$ cat config.mk
export PLATFORM = sky130hd
export DESIGN_NAME = q1_batch_stats
export DESIGN_NICKNAME = d
export VERILOG_FILES = /design/src/rtl/q1_batch_stats.sv
export SDC_FILE = /design/constraint.sdc
export NUM_CORES = 1
export LEC_CHECK = 0
export CORE_MARGIN = 2
export CORE_UTILIZATION = 45
export CTS_CLUSTER_DIAMETER = 60
export CTS_CLUSTER_SIZE = 10
export DETAILED_ROUTE_END_ITERATION = 7
export PLACE_DENSITY = 0.67
export SKIP_CTS_REPAIR_TIMING = 1
export SLEW_MARGIN = 0
export SYNTH_ARGS = -nofsm -noshare
export SYNTH_HDL_FRONTEND = slang
export SYNTH_SLANG_ARGS = --single-unit
export TNS_END_PERCENT = 20
$ cat constraint.sdc
create_clock -name clk -period 3.3 [get_ports clk]
set_input_delay 0.33 -clock clk [delete_from_list [all_inputs] [get_ports clk]]
set_output_delay 0.33 -clock clk [all_outputs]
set_load 0.05 [all_outputs]
$ cat src/rtl/q1_batch_stats.sv
// rtl/q1_batch_stats.sv - batch sum/max/min collector for the Q1 sample stream
// Gathers NUM_SAMPLES accepted samples and holds the result until the sink takes it.
module q1_batch_stats #(
   parameter int DATA_W      = 8,
   parameter int NUM_SAMPLES = 4,
   parameter int ACC_W       = 10
) (
   input  logic              clk,
   input  logic              rstN,
   input  logic [DATA_W-1:0] q1_in,
   input  logic              in_valid,
   output logic              in_ready,
   output logic [ACC_W-1:0]  sum_out,
   output logic [DATA_W-1:0] max_out,
   output logic [DATA_W-1:0] min_out,
   output logic              out_valid,
   input  logic              out_ready
);

   localparam int CNT_W = (NUM_SAMPLES > 2) ? $clog2(NUM_SAMPLES) : 1;
   localparam logic [CNT_W-1:0] LAST_CNT = CNT_W'(NUM_SAMPLES - 1);

   typedef enum logic {ST_ACCUM = 1'b0, ST_HOLD = 1'b1} state_t;

   state_t              r_state;
   logic [CNT_W-1:0]    r_cnt;
   logic [ACC_W-1:0]    r_acc_sum;
   logic [DATA_W-1:0]   r_acc_max;
   logic [DATA_W-1:0]   r_acc_min;
   logic [ACC_W-1:0]    r_sum_out;
   logic [DATA_W-1:0]   r_max_out;
   logic [DATA_W-1:0]   r_min_out;
   logic                r_out_valid;

   state_t              w_state_nx;
   logic [CNT_W-1:0]    w_cnt_nx;
   logic [ACC_W-1:0]    w_acc_sum_nx;
   logic [DATA_W-1:0]   w_acc_max_nx;
   logic [DATA_W-1:0]   w_acc_min_nx;
   logic [ACC_W-1:0]    w_sum_out_nx;
   logic [DATA_W-1:0]   w_max_out_nx;
   logic [DATA_W-1:0]   w_min_out_nx;
   logic                w_out_valid_nx;

   logic                w_accept;
   logic                w_first;
   logic [ACC_W-1:0]    w_new_sum;
   logic [DATA_W-1:0]   w_new_max;
   logic [DATA_W-1:0]   w_new_min;

   assign in_ready  = rstN && (r_state == ST_ACCUM);
   assign w_accept  = in_valid && in_ready;
   assign w_first   = (r_cnt == '0);

   // The first sample of a batch seeds the accumulators instead of merging.
   assign w_new_sum = (w_first ? '0 : r_acc_sum) + ACC_W'(q1_in);
   assign w_new_max = (w_first || (q1_in > r_acc_max)) ? q1_in : r_acc_max;
   assign w_new_min = (w_first || (q1_in < r_acc_min)) ? q1_in : r_acc_min;

   assign sum_out   = r_sum_out;
   assign max_out   = r_max_out;
   assign min_out   = r_min_out;
   assign out_valid = r_out_valid;

   always_ff @(posedge clk) begin
      if (!rstN) begin
         r_state     <= ST_ACCUM;
         r_cnt       <= '0;
         r_acc_sum   <= '0;
         r_acc_max   <= '0;
         r_acc_min   <= '0;
         r_sum_out   <= '0;
         r_max_out   <= '0;
         r_min_out   <= '0;
         r_out_valid <= 1'b0;
      end else begin
         r_state     <= w_state_nx;
         r_cnt       <= w_cnt_nx;
         r_acc_sum   <= w_acc_sum_nx;
         r_acc_max   <= w_acc_max_nx;
         r_acc_min   <= w_acc_min_nx;
         r_sum_out   <= w_sum_out_nx;
         r_max_out   <= w_max_out_nx;
         r_min_out   <= w_min_out_nx;
         r_out_valid <= w_out_valid_nx;
      end
   end

   always_comb begin
      w_state_nx     = r_state;
      w_cnt_nx       = r_cnt;
      w_acc_sum_nx   = r_acc_sum;
      w_acc_max_nx   = r_acc_max;
      w_acc_min_nx   = r_acc_min;
      w_sum_out_nx   = r_sum_out;
      w_max_out_nx   = r_max_out;
      w_min_out_nx   = r_min_out;
      w_out_valid_nx = r_out_valid;
      case (r_state)
         ST_ACCUM: begin
            if (w_accept) begin
               if (r_cnt == LAST_CNT) begin
                  w_sum_out_nx   = w_new_sum;
                  w_max_out_nx   = w_new_max;
                  w_min_out_nx   = w_new_min;
                  w_out_valid_nx = 1'b1;
                  w_acc_sum_nx   = '0;
                  w_acc_max_nx   = '0;
                  w_acc_min_nx   = '0;
                  w_cnt_nx       = '0;
                  w_state_nx     = ST_HOLD;
               end else begin
                  w_acc_sum_nx   = w_new_sum;
                  w_acc_max_nx   = w_new_max;
                  w_acc_min_nx   = w_new_min;
                  w_cnt_nx       = r_cnt + CNT_W'(1);
               end
            end
         end
         ST_HOLD: begin
            // Output data regs are left as-is after handoff; only valid drops.
            if (r_out_valid && out_ready) begin
               w_out_valid_nx = 1'b0;
               w_acc_sum_nx   = '0;
               w_acc_max_nx   = '0;
               w_acc_min_nx   = '0;
               w_state_nx     = ST_ACCUM;
            end
         end
         default: w_state_nx = ST_ACCUM;
      endcase
   end

endmodule

==> results.rst, run 1 <==
.. list-table::
   :header-rows: 1

   * - Metric
     - Value
   * - Via density per instance
     - 5.33
   * - Synthesized instance count
     - 320
   * - Area of the die
     - 7170 um2
   * - Switching component of the power
     - 382 uW
   * - Die boundary height
     - 84.7 um
   * - Reg2reg setup slack
     - 0.57 ns
   * - Relative area change from synthesis to final layout
     - 19.4%
   * - Total vias in the final route
     - 2326
   * - Power Total
     - 1.40 mW
   * - Part of the Yosys area used for sequential elements
     - 38.3%
   * - Number of max-cap violations
     - 0
   * - Number of antenna violations at the first check in global routing
     - 0
   * - Final cell count without fillers
     - 436
   * - Routed wirelength normalized by instance count
     - 14.1 um
   * - Filler cell count in the final layout
     - 606
   * - Placed insts
     - 429
   * - Element type at the critical path end
     - register
   * - Maximum VDD drop
     - 0.194 mV
   * - Crit path max fanout
     - 14
   * - H-Tree Level Count
     - 2
   * - Share of Yosys cell area claimed by the top area cell type
     - 38.3%
   * - Die Wd
     - 84.7 um
   * - Period minus WS final
     - 2.73 ns
   * - Ratio of cells with drive above 1 in the final layout
     - 8.08%
   * - Num Clock Sinks
     - 56
   * - First-pass GRT wire length
     - 10700 um
   * - Arrival time at the worst endpoint
     - 2.95 ns
   * - Total standard cell area after synthesis
     - 2930 um2
   * - Overall overflow remaining after global route
     - 0
   * - Combined global-route utilization of all metal layers
     - 18.2%
   * - Leakage power figure
     - 1.36 nW
   * - Worst hold-check path type
     - register to register
   * - Hold-critical path depth
     - 2
   * - Net count of the mapped netlist
     - 358
   * - Hpwl dp
     - 4360 um
   * - Slew at the pin closest to its max-slew limit
     - 0.672 ns
   * - Cell Pwr Density
     - 400 nW/um2
   * - Data required time of the critical path
     - 3.53 ns
   * - Type of the setup path with the least slack
     - register to register
   * - Dominant synthesized flop cell
     - sky130_fd_sc_hd__dfxtp_1
   * - Number of max-slew violations in the final report
     - 0
   * - Sum of routed wire length over all layers
     - 6130 um
   * - Final Hold Fails
     - 0
   * - End of the worst register-to-register path
     - sum_out[9]
   * - CTS tree
     - yes
   * - Remaining antenna violation count after routing
     - 0
   * - Logic gate share of total power
     - 19.4%
   * - Layout net count
     - 397
   * - Setup-failing EPs final
     - 0
   * - Register cell area after layout
     - 1120 um2
   * - Asr flop ratio synth
     - 0%
   * - Period utilisation layout
     - 82.6%
   * - Slew Limit Headroom
     - 54.9%
   * - Clock network power share
     - 28.6%
   * - Number of iterations in the first detailed-routing pass
     - 4
   * - EDFF count, synth
     - 0
   * - Remaining routing DRC violations
     - 0
   * - Worst R2R Path Depth
     - 11
   * - Yosys warning count
     - 0
   * - Core area
     - 6310 um2
   * - Number of DRC violations after detailed-routing iteration 0
     - 78
   * - Hold path start
     - sum_out[7]
   * - Maximum clock frequency
     - 0.367 GHz
   * - Bufs on Longest Clock Path
     - 2
   * - Hold path endpoint
     - sum_out[7]
   * - Count of standard-cell rows
     - 29
   * - Register clock-pin slew on the reported worst setup and hold paths
     - 0.09 ns
   * - Final weighted congestion in routability-driven placement
     - 0.830
   * - Largest net degree at the start of global routing
     - 40
   * - Sequential power share
     - 51.9%
   * - Internal power
     - 1.02 mW
   * - Clk Tree Root Cell
     - sky130_fd_sc_hd__clkbuf_8
   * - Synth Register Bits
     - 56
   * - Ports
     - 40
   * - Post-Syn Area per Cell
     - 9.15 um2
   * - Via count of the first global-routing pass
     - 2285
   * - Fraction of power spent switching nets
     - 27.3%
   * - Library cell with the largest summed area after synthesis
     - sky130_fd_sc_hd__dfxtp_1
   * - Count of buffers inserted at the top-level ports
     - 39
   * - Post-Route Setup TNS
     - 0 ns
   * - Diodes inserted
     - 0
   * - Setup repair after global routing missed its margin
     - no
   * - Status
     - complete, no violations
   * - Sort of element at the start of the critical path
     - register
   * - Initial Utilization
     - 46.4%
   * - Area occupied by multi-input gates
     - 1660 um2
   * - Largest cells by area after synthesis
     - sky130_fd_sc_hd__dfxtp_1 38%, sky130_fd_sc_hd__ha_1 11%, sky130_fd_sc_hd__mux2i_1 5.8%, sky130_fd_sc_hd__a21oi_1 5.3%, sky130_fd_sc_hd__nor2b_1 3.6%
   * - Clock buffer count from CTS
     - 5
   * - Reg2Reg Launch Point
     - r_cnt[0]
   * - Number of distinct library cell variants in the gate-level netlist after synthesis
     - 44
   * - Clock latency reported for the late side of the worst-skew pair
     - 0.30 ns
   * - Setup clock skew after layout
     - 0.00280 ns
## how the worst max path moves through the flow
stage             start          to  slack [ns]  cells past startpoint
3_5_place_dp   r_cnt[0]  sum_out[9]        0.55                     11
2_1_floorplan  r_cnt[0]  sum_out[9]        0.85                     12
6_report       r_cnt[0]  sum_out[9]        0.57                     11
5_1_grt        r_cnt[0]  sum_out[9]        0.18                     11
4_1_cts        r_cnt[0]  sum_out[9]        0.53                     11
3_3_place_gp   r_cnt[0]  sum_out[9]        0.56                     11
## cell families after synthesis
| kind of cell | Yosys count | synth area share [%] |
|---|---|---|
| and+or+nand+nor | 76 | 13.8 |
| AOI/OAI and AO/OA | 101 | 23.3 |
| muxes | 17 | 5.81 |
| adders and majority gates | 26 | 11.4 |
| xor gates and xnor gates | 8 | 2.39 |
| buffers and inverters | 36 | 5.04 |
| DFF | 56 | 38.3 |
## cell type report
cell class | instances | area share (%)
clock buffers | 7 | 2.76
inverters | 23 | 2.47
multi-input cells | 228 | 47.5
flip-flops and latches | 56 | 32.1
well taps | 77 | 2.76
repair buffers | 45 | 12.5
## through the flow
| stage | worst slack [ns] | cell area (um2) | hold slack, ns | utilization (%) |
|---|---|---|---|---|
| after detailed placement | 0.551 | 3400 | 0.446 | 53.8 |
| final | 0.574 | 3500 | 0.457 | 55.4 |
| after global placement | 0.563 | 3400 | 0.445 | 53.8 |
| after floorplan | 0.851 | 2930 | 0.435 | - |
| after CTS | 0.528 | 3500 | 0.461 | 55.4 |
| after global routing | 0.184 | 3500 | 0.493 | 55.4 |
## cell usage in the layout, fill, tap and decap left out, types with 2 or more instances in the layout
master / synthesis / final
sky130_fd_sc_hd__dfxtp_1: 56 / 56
sky130_fd_sc_hd__clkdlybuf4s50_1: 0 / 39
sky130_fd_sc_hd__a21oi_1: 31 / 31
sky130_fd_sc_hd__ha_1: 25 / 25
sky130_fd_sc_hd__inv_1: 23 / 23
sky130_fd_sc_hd__o21ai_0: 21 / 21
sky130_fd_sc_hd__nand2_1: 19 / 19
sky130_fd_sc_hd__nor2b_1: 17 / 17
sky130_fd_sc_hd__mux2i_1: 17 / 17
sky130_fd_sc_hd__nor2_1: 12 / 12
sky130_fd_sc_hd__a22o_1: 9 / 9
sky130_fd_sc_hd__a22o_2: 9 / 9
sky130_fd_sc_hd__nand3_1: 7 / 7
sky130_fd_sc_hd__clkbuf_8: 0 / 7
sky130_fd_sc_hd__xnor2_1: 6 / 6
sky130_fd_sc_hd__buf_4: 1 / 6
sky130_fd_sc_hd__nand2b_1: 5 / 5
sky130_fd_sc_hd__nor3_1: 5 / 5
sky130_fd_sc_hd__a21boi_0: 5 / 5
sky130_fd_sc_hd__a21o_1: 4 / 4
sky130_fd_sc_hd__and2_1: 3 / 3
sky130_fd_sc_hd__a211oi_1: 3 / 3
sky130_fd_sc_hd__o211ai_1: 2 / 2
sky130_fd_sc_hd__xor2_1: 2 / 2
sky130_fd_sc_hd__nand4_1: 2 / 2
sky130_fd_sc_hd__o21a_1: 2 / 2
sky130_fd_sc_hd__o31ai_2: 2 / 2
sky130_fd_sc_hd__a31oi_1: 2 / 2
sky130_fd_sc_hd__a22oi_1: 2 / 2
sky130_fd_sc_hd__nor4_1: 2 / 2
sky130_fd_sc_hd__o22ai_1: 2 / 2
## cell usage after synthesis (all sizes together), types with 6 or more instances
master	count
mux2i	17
nor2	13
clkbuf	10
ha	25
nand2	20
dfxtp	56
a21boi	6
nand3	7
o21ai	22
inv	23
nor2b	17
xnor2	6
a21oi	31
a22o	18
## power by group through the flow
stage	logic (mW)	registers [mW]	clock network (mW)
CTS	0.274	0.726	0.415
global placement	0.268	0.740	0
global route	0.306	0.730	0.433
floorplan	0.194	0.744	0
detailed placement	0.272	0.742	0
finish	0.272	0.726	0.400
## registers in the layout, indices dropped and copies added (netlist names), 2 cells and up
register,cells
r_acc_sum,10
max_out,8
r_cnt,2
min_out,8
r_acc_min,8
r_acc_max,8
sum_out,10
## critical path, cell delays in order, from the launching register on
cell and delay, ns:
sky130_fd_sc_hd__dfxtp_1 0.35, sky130_fd_sc_hd__inv_1 0.06, sky130_fd_sc_hd__ha_1 0.49, sky130_fd_sc_hd__nand2b_1 0.23, sky130_fd_sc_hd__inv_1 0.06, sky130_fd_sc_hd__ha_1 0.29
sky130_fd_sc_hd__a211oi_1 0.32, sky130_fd_sc_hd__o211ai_1 0.17, sky130_fd_sc_hd__a211oi_1 0.26, sky130_fd_sc_hd__nor3_1 0.11, sky130_fd_sc_hd__xnor2_1 0.13, sky130_fd_sc_hd__o31ai_1 0.18
## layer usage
layer	GRT usage [%]	up-vias	part of all wire, %
met2	28.6	29	45
li1	-	1217	-
met5	0	-	0
met1	25.2	1073	51
met3	3.24	7	2.2
met4	6.64	0	1.7
No activity file was read; power rests on OpenSTA's default activity.
==> run 2, diff against run 1 <==
--- a/config.mk
+++ b/config.mk
@@ -10,7 +10,7 @@
 export CTS_CLUSTER_DIAMETER = 60
 export CTS_CLUSTER_SIZE = 10
 export DETAILED_ROUTE_END_ITERATION = 7
-export PLACE_DENSITY = 0.67
+export PLACE_DENSITY = 0.69
 export SKIP_CTS_REPAIR_TIMING = 1
 export SLEW_MARGIN = 0
 export SYNTH_ARGS = -nofsm -noshare
==> constraint.sdc (replaced) <==
create_clock -name clk -period 2.2 [get_ports clk]
set_input_delay 0.22 -clock clk [delete_from_list [all_inputs] [get_ports clk]]
set_output_delay 0.22 -clock clk [all_outputs]
set_load 0.05 [all_outputs]
==> run 2 against run 1 <==
- the run now ends with negative setup slack left
- die area is the same
- clock skew grew 0.010 ns
- total power grew 67%
- sequential power grew 50%
- highest routed layer unchanged
- critical path depth grew 2
==> results.rst, run 2 (synthesized netlist as in run 1, its figures left out) <==
.. list-table::
   :header-rows: 1

   * - Metric
     - Value
   * - Status
     - complete, but fails checks
   * - Violations in the final reports
     - negative setup slack
   * - Remaining antenna violation count after routing
     - 0 (unchanged)
   * - Worst R2R Path Depth
     - 13 (+2)
   * - Number of max-cap violations
     - 0 (unchanged)
   * - Slew at the pin closest to its max-slew limit
     - 0.508 ns (-0.163 ns)
   * - Data required time of the critical path
     - 2.39 ns (-1.14 ns)
   * - Die boundary height
     - 84.7 um (unchanged)
   * - Via count of the first global-routing pass
     - 2386 (+4.4%)
   * - Remaining routing DRC violations
     - 0 (unchanged)
   * - Clock buffer count from CTS
     - 5 (unchanged)
   * - Capturing instance or port of the critical path
     - sum_out[8]
   * - Count of standard-cell rows
     - 29 (unchanged)
   * - Via density per instance
     - 5.20 (-2.6%)
   * - Final Instance Area
     - 3920 um2 (+12%)
   * - Setup repair after global routing missed its margin
     - yes
   * - H-Tree Level Count
     - 2 (unchanged)
   * - Setup clock skew after layout
     - 0.0131 ns (+0.0103 ns)
   * - Leakage power figure
     - 1.59 nW (+17%)
   * - Most common cell after layout, fill and taps aside
     - sky130_fd_sc_hd__dfxtp_1
   * - Crit path max fanout
     - 5 (-9)
   * - Layout net count
     - 433 (+9.1%)
   * - Logic gate share of total power
     - 21.9% (+2.5 points)
   * - Worst hold-check path type
     - input pin to register
   * - Placement Cell Area
     - 3730 um2 (+9.7%)
   * - Element type at the critical path end
     - register
   * - Period minus WS final
     - 2.24 ns (-0.486 ns)
   * - Filler cell count in the final layout
     - 577 (-4.8%)
   * - Reg2Reg Launch Point
     - r_cnt[0]
   * - Switching component of the power
     - 621 uW (+63%)
   * - Maximum VDD drop
     - 0.306 mV (+58%)
   * - Total vias in the final route
     - 2458 (+5.7%)
   * - Relative area change from synthesis to final layout
     - 34.0%
   * - Area occupied by multi-input gates
     - 1750 um2 (+5.3%)
   * - Hpwl dp
     - 4870 um (+12%)
   * - Ratio of cells with drive above 1 in the final layout
     - 22.2% (+14 points)
   * - Sum of routed wire length over all layers
     - 6480 um (+5.7%)
   * - Kind of cell adding the most delay to the critical path
     - adder cells
   * - Period utilisation layout
     - 102% (+19 points)
   * - CTS tree
     - yes
   * - Power Total
     - 2.34 mW (+67%)
   * - CP bufs+invs
     - 3 (+1)
   * - Maximum clock frequency
     - 0.446 GHz (+22%)
   * - Slew Limit Headroom
     - 66.0% (+11 points)
   * - Crit. Startpoint
     - r_cnt[0]
   * - Count of buffers inserted at the top-level ports
     - 39 (unchanged)
   * - Type of the setup path with the least slack
     - register to register
   * - First-pass GRT wire length
     - 11200 um (+4.8%)
   * - Clock latency reported for the late side of the worst-skew pair
     - 0.32 ns (+0.02 ns)
   * - Sort of element at the start of the critical path
     - register
   * - Largest net degree at the start of global routing
     - 39 (-2.5%)
   * - Routed wirelength normalized by instance count
     - 13.7 um (-2.5%)
   * - Slowest cell on the critical path
     - sky130_fd_sc_hd__fa_2
   * - Final weighted congestion in routability-driven placement
     - 0.808 (-2.7%)
   * - Diodes inserted
     - 0 (unchanged)
   * - Delay of the slowest critical-path stage
     - 0.35 ns (-0.14 ns)
   * - Number of max-slew violations in the final report
     - 0 (unchanged)
   * - Number of iterations in the first detailed-routing pass
     - 4 (unchanged)
   * - Bufs on Longest Clock Path
     - 2 (unchanged)
   * - Register cell area after layout
     - 1120 um2 (+0.22%)
   * - Clk Tree Root Cell
     - sky130_fd_sc_hd__clkbuf_8
   * - Ports
     - 40 (unchanged)
   * - Area of the die
     - 7170 um2 (unchanged)
   * - Initial Utilization
     - 46.4% (unchanged)
   * - Highest-count cells in the layout ignoring fill and taps
     - 54 x sky130_fd_sc_hd__dfxtp_1, 40 x sky130_fd_sc_hd__buf_4, 37 x sky130_fd_sc_hd__clkdlybuf4s50_1, 30 x sky130_fd_sc_hd__a21oi_1, 22 x sky130_fd_sc_hd__ha_1
   * - Post-route worst setup slack
     - -0.0401 ns (-0.614 ns)
   * - Combined global-route utilization of all metal layers
     - 19.0% (+0.77 points)
   * - Internal power
     - 1.72 mW (+69%)
   * - CP Cell Sequence
     - inv_2 -> ha_4 -> nor2b_1 -> ha_2 -> inv_2 -> fa_2 -> nor2b_2 -> o21ai_2 -> a21oi_2 -> o41ai_2 -> buf_4 -> xnor2_2 -> o21ai_0
   * - Arrival time at the worst endpoint
     - 2.43 ns (-0.52 ns)
   * - Sequential power share
     - 46.6% (-5.3 points)
   * - End of the worst register-to-register path
     - sum_out[8]
   * - Overall overflow remaining after global route
     - 0 (unchanged)
   * - Clock network power share
     - 31.6% (+3.0 points)
   * - Cell Pwr Density
     - 597 nW/um2 (+49%)
   * - Hold-critical path depth
     - 3 (+1)
   * - Num Clock Sinks
     - 56 (unchanged)
   * - Number of antenna violations at the first check in global routing
     - 0 (unchanged)
   * - Critical Path Stages
     - 13 (+2)
   * - Register clock-pin slew on the reported worst setup and hold paths
     - 0.10 ns (about the same)
   * - Setup-failing EPs final
     - 3 (+3)
   * - Number of DRC violations after detailed-routing iteration 0
     - 63 (-19%)
   * - Reg2reg setup slack
     - -0.04 ns (-0.61 ns)
   * - Core area
     - 6310 um2 (unchanged)
   * - Most frequent cell on the critical path
     - sky130_fd_sc_hd__inv_2
   * - Fraction of power spent switching nets
     - 26.5% (-0.75 points)
   * - Final Hold Fails
     - 0 (unchanged)
   * - Die Wd
     - 84.7 um (unchanged)
run 2: how the worst min path moves through the flow:
stage               startpoint      endpoint  slack, ns
floorplan             q1_in[1]  r_acc_max[1]       0.35
global placement    sum_out[3]    sum_out[3]       0.44
detailed placement  sum_out[5]    sum_out[5]       0.45
CTS                 sum_out[5]    sum_out[5]       0.47
global route          q1_in[0]  r_acc_max[0]       0.45
finish                q1_in[0]  r_acc_max[0]       0.44
run 2: cell type report:
cell class,count,share of cell area [%]
multi-input combinational,228,44.5
sequential,56,28.6
timing repair buffer,81,18.9
clock buffer,7,2.46
tap,77,2.46
inverter,23,2.20
clock inverter,1,0.765
run 2: power by group through the flow:
| stage | clock (mW) | combinational [mW] | sequential, mW |
|---|---|---|---|
| 2_1_floorplan | 0 | 0.299 | 1.12 |
| 3_3_place_gp | 0 | 0.483 | 1.11 |
| 3_5_place_dp | 0 | 0.493 | 1.11 |
| 4_1_cts | 0.758 | 0.496 | 1.09 |
| 5_1_grt | 0.797 | 0.562 | 1.10 |
| 6_report | 0.739 | 0.512 | 1.09 |
run 2: per-layer routing:
metal | share of wire, % | global-route usage, %
met1 | 50 | 26.7
met2 | 47 | 30.5
met3 | 1.9 | 3.15
met4 | 1.2 | 4.76
met5 | 0 | 0
run 2: stage by stage:
step / setup TNS [ns] / hold slack (ns) / util (%) / setup slack [ns] / instances
CTS: -0.636 / 0.465 / 61.1 / -0.108 / 473
global route: -0.934 / 0.448 / 62.1 / -0.181 / 473
floorplan: -0.00391 / 0.353 / - / -0.00391 / 320
detailed placement: -7.75 / 0.449 / 59.1 / -0.350 / 465
global placement: -5.93 / 0.445 / 59.1 / -0.274 / 465
finish: -0.0555 / 0.436 / 62.1 / -0.0401 / 473
run 2: worst min-delay path, cell delays in order:
cell                             delay, ns
sky130_fd_sc_hd__dlymetal6s2s_1       0.22
sky130_fd_sc_hd__buf_4                0.16
sky130_fd_sc_hd__a22o_2               0.12
==> run 3, diff against run 2 <==
==> constraint.sdc (replaced) <==
create_clock -name clk -period 2.2 [get_ports clk]
set_input_delay 0.44 -clock clk [delete_from_list [all_inputs] [get_ports clk]]
set_output_delay 0.44 -clock clk [all_outputs]
set_load 0.05 [all_outputs]
==> run 3 against run 2 <==
- fmax up 1.9%
- via count up 3.7%
- sequential cell count unchanged
- largest cell class unchanged
- the run now ends clean
- core utilization up 2.2 points
- clock skew down 0.0041 ns
- worst hold slack better by 0.027 ns
- global-route usage up 1.1 points
- highest routed layer unchanged
==> results.rst, run 3 (synthesized netlist as in run 1, its figures left out) <==
.. list-table::
   :header-rows: 1

   * - Metric
     - Value
   * - Slew Limit Headroom
     - 66.6% (+0.55 points)
   * - Wire length on met1
     - 3410 um (+5.3%)
   * - Total vias in the final route
     - 2549 (+3.7%)
   * - Core area
     - 6310 um2 (unchanged)
   * - First-pass GRT wire length
     - 11700 um (+4.9%)
   * - Relative area change from synthesis to final layout
     - 38.7%
   * - H-Tree Level Count
     - 2 (unchanged)
   * - Number of DRC violations after detailed-routing iteration 0
     - 78 (+24%)
   * - Die Wd
     - 84.7 um (unchanged)
   * - Routed wirelength normalized by instance count
     - 14.6 um (+6.6%)
   * - Number of antenna violations at the first check in global routing
     - 0 (unchanged)
   * - Clock latency reported for the late side of the worst-skew pair
     - 0.32 ns (about the same)
   * - Status
     - complete, no violations
   * - Leakage power figure
     - 1.69 nW (+6.3%)
   * - Period utilisation layout
     - 100% (-1.9 points)
   * - CTS tree
     - yes
   * - Most common cell after layout, fill and taps aside
     - sky130_fd_sc_hd__dfxtp_1
   * - Number of max-cap violations
     - 0 (unchanged)
   * - Power Total
     - 2.23 mW (-4.7%)
   * - Die boundary height
     - 84.7 um (unchanged)
   * - Max Used Layer
     - met4
   * - Num Clock Sinks
     - 56 (unchanged)
   * - Number of iterations in the first detailed-routing pass
     - 4 (unchanged)
   * - Overall overflow remaining after global route
     - 0 (unchanged)
   * - Worst hold-check path type
     - register to register
   * - Sum of routed wire length over all layers
     - 7040 um (+8.6%)
   * - Maximum VDD drop
     - 0.351 mV (+15%)
   * - Clock buffer count from CTS
     - 5 (unchanged)
   * - Clk Tree Root Cell
     - sky130_fd_sc_hd__clkbuf_8
   * - Final Hold Fails
     - 0 (unchanged)
   * - Area of the die
     - 7170 um2 (unchanged)
   * - Final weighted congestion in routability-driven placement
     - 0.832 (+3.1%)
   * - Slew at the pin closest to its max-slew limit
     - 0.500 ns (-0.00828 ns)
   * - Cell Pwr Density
     - 549 nW/um2 (-8.0%)
   * - Met3 WL
     - 160 um (+29%)
   * - Reg2reg setup slack
     - 0.0009 ns (+0.04 ns)
   * - Sort of element at the start of the critical path
     - register
   * - Data required time of the critical path
     - 2.41 ns (+0.02 ns)
   * - Element type at the critical path end
     - register
   * - Remaining routing DRC violations
     - 0 (unchanged)
   * - Setup-failing EPs final
     - 0 (-3)
   * - Via count of the first global-routing pass
     - 2559 (+7.3%)
   * - Crit path max fanout
     - 6 (+1)
   * - Ports
     - 40 (unchanged)
   * - Worst R2R Path Depth
     - 13 (unchanged)
   * - Count of buffers inserted at the top-level ports
     - 39 (unchanged)
   * - Highest-count cells in the layout ignoring fill and taps
     - 54 x sky130_fd_sc_hd__dfxtp_1, 48 x sky130_fd_sc_hd__buf_4, 30 x sky130_fd_sc_hd__clkdlybuf4s50_1, 29 x sky130_fd_sc_hd__a21oi_1
   * - Remaining antenna violation count after routing
     - 0 (unchanged)
   * - Arrival time at the worst endpoint
     - 2.41 ns (-0.02 ns)
   * - Maximum clock frequency
     - 0.455 GHz (+1.9%)
   * - Hold-critical path depth
     - 2 (-1)
   * - Combined global-route utilization of all metal layers
     - 20.1% (+1.1 points)
   * - Type of the setup path with the least slack
     - register to register
   * - Via density per instance
     - 5.29 (+1.8%)
   * - Final core utilization
     - 64.4% (+2.2 points)
   * - Layout net count
     - 442 (+2.1%)
   * - Initial Utilization
     - 46.4% (unchanged)
   * - Setup clock skew after layout
     - 0.00899 ns (-0.00407 ns)
   * - Number of max-slew violations in the final report
     - 0 (unchanged)
   * - Final cell count without fillers
     - 482 (+1.9%)
   * - Setup repair after global routing missed its margin
     - yes
   * - Bufs on Longest Clock Path
     - 2 (unchanged)
   * - Hpwl dp
     - 5130 um (+5.4%)
   * - Largest net degree at the start of global routing
     - 30 (-23%)
   * - Count of standard-cell rows
     - 29 (unchanged)
   * - Ratio of cells with drive above 1 in the final layout
     - 26.2% (+4.0 points)
   * - Placed insts
     - 473 (+1.7%)
   * - Met2 Routed Length
     - 3390 um (+12%)
   * - Period minus WS final
     - 2.20 ns (-0.0410 ns)
   * - Register clock-pin slew on the reported worst setup and hold paths
     - 0.09 ns (about the same)
   * - Diodes inserted
     - 0 (unchanged)
run 3: cell types whose count changed in the layout (fill, tap and decap cells not counted), sizes merged:
cell / previous run / this run
clkbuf: 7 / 6
clkinv: 0 / 2
bufinv: 1 / 0
clkdlybuf4s50: 37 / 30
buf: 43 / 52
dlymetal6s2s: 1 / 8
run 3: stage by stage:
| stage | setup WS, ns | hold slack [ns] | setup TNS [ns] | cell area [um2] |
|---|---|---|---|---|
| 2_1_floorplan | -0.00391 | 0.435 | -0.00391 | 2960 |
| 3_3_place_gp | -0.503 | 0.444 | -15.60 | 3800 |
| 3_5_place_dp | -0.588 | 0.448 | -18.11 | 3800 |
| 4_1_cts | -0.274 | 0.468 | -4.04 | 3890 |
| 5_1_grt | -0.128 | 0.486 | -0.734 | 4060 |
| 6_report | 0.000880 | 0.462 | 0 | 4060 |
run 3: final timing paths:
path	from	endpoint
worst max-delay path	r_cnt[1]	sum_out[8]
worst min register to register	sum_out[3]	sum_out[3]
worst max register to register	r_cnt[1]	sum_out[8]
worst min-delay path	sum_out[3]	sum_out[3]
run 3: power breakdown:
part	total [mW]	internal (mW)	switching, mW
sequential	1.09	1.06	0.0327
clock	0.584	0.252	0.332
combinational	0.554	0.281	0.273
run 3: final cells by class:
cell class | instances | area [um2]
timing repair buffer | 90 | 841
clock inverter | 2 | 10.0
fill | 559 | 2250
multi-input combinational | 228 | 1820
tap | 77 | 96.3
inverter | 23 | 86.3
sequential | 56 | 1120
clock buffer | 6 | 82.6
run 3: layer usage:
metal / up-vias / global-route usage, %
li1: 1315 / -
met1: 1196 / 26.8
met2: 34 / 33.9
met3: 4 / 2.65
met4: 0 / 6.49
met5: - / 0
run 3: critical path, stage by stage, from the launching register on:
cell                      delay, ns
sky130_fd_sc_hd__dfxtp_2       0.34
sky130_fd_sc_hd__inv_2         0.04
sky130_fd_sc_hd__ha_4          0.18
sky130_fd_sc_hd__nor2b_2       0.12
sky130_fd_sc_hd__ha_2          0.20
sky130_fd_sc_hd__inv_2         0.04
sky130_fd_sc_hd__fa_2          0.35
sky130_fd_sc_hd__nor2b_2       0.13
sky130_fd_sc_hd__o21ai_2       0.07
sky130_fd_sc_hd__a21oi_2       0.18
sky130_fd_sc_hd__o41ai_2       0.08
sky130_fd_sc_hd__buf_4         0.16
sky130_fd_sc_hd__xnor2_2       0.14
sky130_fd_sc_hd__o21ai_1       0.06
